`src/rtl/pe_pkg.sv`:
```
// pe_pkg: shared code/line widths and pulse FSM state type
package pe_pkg;
  localparam int CODE_W = 3;
  localparam int LINES = 8;
  typedef enum logic {IDLE, DRIVE} state_e;
endpackage

```
`src/rtl/dec_3x8_en.sv`:
```
// dec_3x8_en: combinational enabled 3-to-8 decoder; en_i low forces onehot_o to zero
module dec_3x8_en
  import pe_pkg::*;
(
  input  logic              en_i,
  input  logic [CODE_W-1:0] code_i,
  output logic [LINES-1:0]  onehot_o
);
  assign onehot_o = en_i ? {{(LINES-1){1'b0}}, 1'b1} << code_i : '0;
endmodule

```
`src/rtl/pulse_decoder_3x8.sv`:
```
// pulse_decoder_3x8: accepts a 3-bit code via valid/ready and holds its one-hot line for PULSE_LEN cycles (clk, rst_n sync active-low, en, in_code/in_valid/in_ready, out/out_valid)
module pulse_decoder_3x8
  import pe_pkg::*;
#(
  parameter int PULSE_LEN = 4,
  parameter int CNT_W = 8
) (
  input  logic              clk,
  input  logic              rst_n,
  input  logic              en,
  input  logic [CODE_W-1:0] in_code,
  input  logic              in_valid,
  output logic              in_ready,
  output logic [LINES-1:0]  out,
  output logic              out_valid
);
  state_e state_q, state_d;
  logic [CNT_W-1:0] cnt_q, cnt_d;
  logic [LINES-1:0] out_q, out_d, dec;
  logic accept, hold;
  assign in_ready = rst_n & en & (state_q == IDLE | (state_q == DRIVE & cnt_q == '0));
  assign accept = in_valid & in_ready;
  assign hold = state_q == DRIVE && cnt_q != '0;
  dec_3x8_en u_dec (
    .en_i(accept),
    .code_i(in_code),
    .onehot_o(dec)
  );
  always_comb begin
    state_d = accept || hold ? DRIVE : IDLE;
    cnt_d = accept ? CNT_W'(PULSE_LEN - 1) : hold ? cnt_q - 1'b1 : '0;
    out_d = accept ? dec : hold ? out_q : '0;
  end
  always_ff @(posedge clk) begin
    if (!rst_n) begin
      state_q <= IDLE;
      cnt_q <= '0;
      out_q <= '0;
    end else begin
      state_q <= state_d;
      cnt_q <= cnt_d;
      out_q <= out_d;
    end
  end
  assign out = out_q;
  assign out_valid = state_q == DRIVE;
endmodule

```
`config.mk`:
```
export PLATFORM = sky130hd
export DESIGN_NAME = pulse_decoder_3x8
export DESIGN_NICKNAME = d
export VERILOG_FILES = /design/src/rtl/pe_pkg.sv /design/src/rtl/dec_3x8_en.sv /design/src/rtl/pulse_decoder_3x8.sv
export SDC_FILE = /design/constraint.sdc
export NUM_CORES = 1
export LEC_CHECK = 0
export ABC_AREA = 1
export CORE_MARGIN = 1
export CORE_UTILIZATION = 30
export CTS_BUF_LIST = sky130_fd_sc_hd__clkbuf_16
export CTS_CLUSTER_DIAMETER = 200
export CTS_CLUSTER_SIZE = 20
export DETAILED_ROUTE_END_ITERATION = 8
export GPL_TIMING_DRIVEN = 0
export SYNTH_ARGS = -nofsm -noshare
export SYNTH_HDL_FRONTEND = slang
export SYNTH_HIERARCHICAL = 1
export SYNTH_SLANG_ARGS = --single-unit
```
`constraint.sdc`:
```
create_clock -name clk -period 4.5 [get_ports clk]
set_clock_uncertainty 0.1 [all_clocks]
set_input_delay 0.45 -clock clk [delete_from_list [all_inputs] [get_ports clk]]
set_output_delay 0.45 -clock clk [all_outputs]
set_load 0.03 [all_outputs]
```
==> results of run 1 <==
-- power groups by stage --
| stage | Clock, W | Combinational [W] | Sequential [W] |
|---|---|---|---|
| after global routing | 0.000196 | 0.0000576 | 0.000157 |
| after floorplan | 0 | 0.0000364 | 0.000161 |
| after detailed placement | 0 | 0.0000518 | 0.000160 |
| after CTS | 0.000188 | 0.0000520 | 0.000157 |
| final | 0.000184 | 0.0000513 | 0.000157 |
| after global placement | 0 | 0.0000505 | 0.000160 |
-- stage by stage --
step	util, %	cells	hold slack (ns)	area (µm²)	setup WS, ns
2_1_floorplan	-	114	0.3496	819.5	2.759
3_3_place_gp	39.93	159	0.3415	1007	1.869
3_5_place_dp	39.93	159	0.3415	1007	1.868
4_1_cts	43.20	163	0.3526	1090	1.858
5_1_grt	43.20	163	0.3807	1090	1.765
6_report	43.20	163	0.3477	1090	1.867
-- final cells by class --
cell class	count	area share, %
plain buffers	2	0.8037
clock buffers	3	6.889
clock inverters	1	0.6889
inverters	16	5.741
multi-input cells	79	37.43
flip-flops and latches	17	31.23
well taps	30	3.444
repair buffers	15	13.78
-- logic make-up after synthesis --
logic type                 after synthesis  synth area share [%]
DFF                                     17                 41.53
AOI/OAI and AO/OA                        7                 4.274
adders and majority gates                2                 3.053
and+or+nand+nor                         68                 40.31
xor gates and xnor gates                 2                 2.138
buffers and inverters                   18                 8.702
-- layer usage --
layer	wire (µm)	vias up	share of wire (%)	GRT usage, %
met4	25	0	1.6	5.128
met1	691	333	44	13.26
met2	791	17	50	23.78
li1	-	395	-	-
met3	66	4	4.2	5.000
met5	0	-	0	0
-- registers in the layout, indices dropped and copies added, names as in the netlist --
register	count
out	8
cnt_q	8
out_valid	1
-- worst max-delay path, stage by stage --
cell and delay (ns):
clkdlybuf4s50_1 0.52, nand2_1 0.07, inv_1 0.06, buf_2 0.20, nand2_1 0.07, inv_1 0.05, clkdlybuf4s50_1 0.65
-- cell usage in the layout (no fill, tap or decap) --
master           instances
nand2_1                 34
dfxtp_1                 17
nor2_1                  15
clkdlybuf4s50_1         15
inv_1                   13
nand4_1                  9
a21oi_1                  4
nand2_4                  3
clkbuf_16                3
inv_2                    2
xor2_1                   2
nand3_1                  2
o21ai_0                  2
ha_1                     2
nand2_2                  1
nor2_2                   1
buf_2                    1
clkbuf_1                 1
nand3_2                  1
nand3_4                  1
or2_2                    1
inv_4                    1
o21ai_1                  1
clkinvlp_4               1
-- synthesized netlist by cell type, drive strengths merged --
cell type,instances,area (µm²)
dfxtp,17,340.3
a21oi,4,20.02
nor2,16,62.56
or2,1,6.260
ha,2,25.02
nand3,4,37.54
nand4,9,56.30
nand2,38,167.7
clkbuf,1,3.750
o21ai,3,15.01
inv,16,62.57
buf,1,5.000
xor2,2,17.52
-- worst paths after layout --
path / startpoint / to / slack (ns) / depth (start not counted)
worst max-delay path: rst_n / in_ready / 1.87 / 7
worst min register to register: out[6] / out[6] / 0.35 / 2
worst min-delay path: out[6] / out[6] / 0.35 / 2
worst max register to register: cnt_q[0] / out[5] / 2.71 / 12
==> reports/metrics.cfg, run 1 <==
[worst_setup_path]
start_kind=input pin
crit_required_ns=3.95
critPathKind=input pin to output pin
crit_arrival_ns=2.08
end_kind=output pin
cp_max_fo=10

[synth]
synthesis.nets=123
yosysUniqueCellTypes=21
ys_seq_area_share_pct=41.53
ys_ff_latch=17
synth_area_per_cell_um2=7.189
syn_area_um2=819.5
synthCells=114
ys.warnings.count=6

[drt]
drt_iter0_drc=13
vias=749
routed_wl_um=1574
routedWlPerCell_um=9.656
vias_per_cell=4.595
ant_nets=0
drtPass1Iterations=5
drc_errors=0

[clock_tree]
insertion_delay_ns=0.25
postCtsSetupRepairBufs=0
htreeDepth=1
clkTransAtPathRegs_ns=0.06
cts_resized=0
cts_root_buf=clkbuf_16
clock_path_buffers=2
hold_buffers=0
cts.sinks=17
numCtsBuffers=3
cts_tree=built

[pwr]
combPwrFrac_pct=13.1
p_sw_share_pct=25.03
seqPwrFrac_pct=40.0
leakage_nw=0.5234
intPower_w=0.0002943
peakVddDrop_mv=0.2363
power_density_nw_per_um2=360.2
p_total_w=0.0003926
switchingPower_w=0.00009826
p_clk_share_pct=47.0

[floorplanning]
dieWidth_um=54.27
rows=18
core-area_um2=2522
initial_utilization_pct=32.49
die_y_um=54.27
io_pins=17
die_area_um2=2945

[global_routing]
grt_overflow=0
grt_max_degree=12
track_usage_pct=13.06
antenna_found_initial=0
grt_pass1_vias=704
grt_first_pass_wirelength_um=2711

[finish]
seqCellArea_um2=340.3
antennaDiodeCount=0
drive_gt1_share_pct=12.03
synthToLayoutAreaGrowth_pct=32.98
nets=143
multiInputGateArea_um2=407.9
fillCellCount=266

[timing]
fin_crit_ns=2.633
rsz0062_at_grt=no
finalSetupViolCount=0
tightestPinTransition_ns=0.4234
finalMaxSlewViolations=0
maxSlewHeadroom_pct=71.77
hold_viol=0
fin_crit_sh_pct=58.51
finalSetupTns_ns=0
max_freq_mhz=379.8

[hold_path]
hp-class=flop to flop

[placed_design]
port_buffers=15
hpwl_um=1209
gp_congestion=0.7539

[job]
cap_violations=0

[outcome]
status=finished clean

Power figures use the tool's default switching activity.
==> inputs of run 2 (changes only) <==
==> constraint.sdc (replaced) <==
create_clock -name clk -period 2.7 [get_ports clk]
set_clock_uncertainty 0.1 [all_clocks]
set_input_delay 0.27 -clock clk [delete_from_list [all_inputs] [get_ports clk]]
set_output_delay 0.27 -clock clk [all_outputs]
set_load 0.03 [all_outputs]
==> results of run 2 <==
The final DEF is identical to that of run 1. Status: finished clean.
Main changes from that run: setup slack after placement 1.868 ns -> 0.4278 ns; setup slack after layout 1.867 ns -> 0.2701 ns; start point of the critical path rst_n -> cnt_q[0]; register-to-register setup slack 2.71 ns -> 0.91 ns; total power 0.0003926 W -> 0.0006543 W; worst IR drop on VDD 0.2363 mV -> 0.3938 mV
==> inputs of run 3 (changes only) <==
==> constraint.sdc (replaced) <==
create_clock -name clk -period 2.7 [get_ports clk]
set_clock_uncertainty 0.1 [all_clocks]
set_input_delay 0.405 -clock clk [delete_from_list [all_inputs] [get_ports clk]]
set_output_delay 0.405 -clock clk [all_outputs]
set_load 0.03 [all_outputs]
==> results of run 3 <==
The final DEF is identical to that of run 1. Status: finished clean.
Main changes from that run: setup slack after placement 1.868 ns -> 0.1578 ns; setup slack after layout 1.867 ns -> 0.1351 ns; start point of the critical path rst_n -> cnt_q[0]; register-to-register setup slack 2.71 ns -> 0.91 ns; total power 0.0003926 W -> 0.0006543 W; worst IR drop on VDD 0.2363 mV -> 0.3938 mV
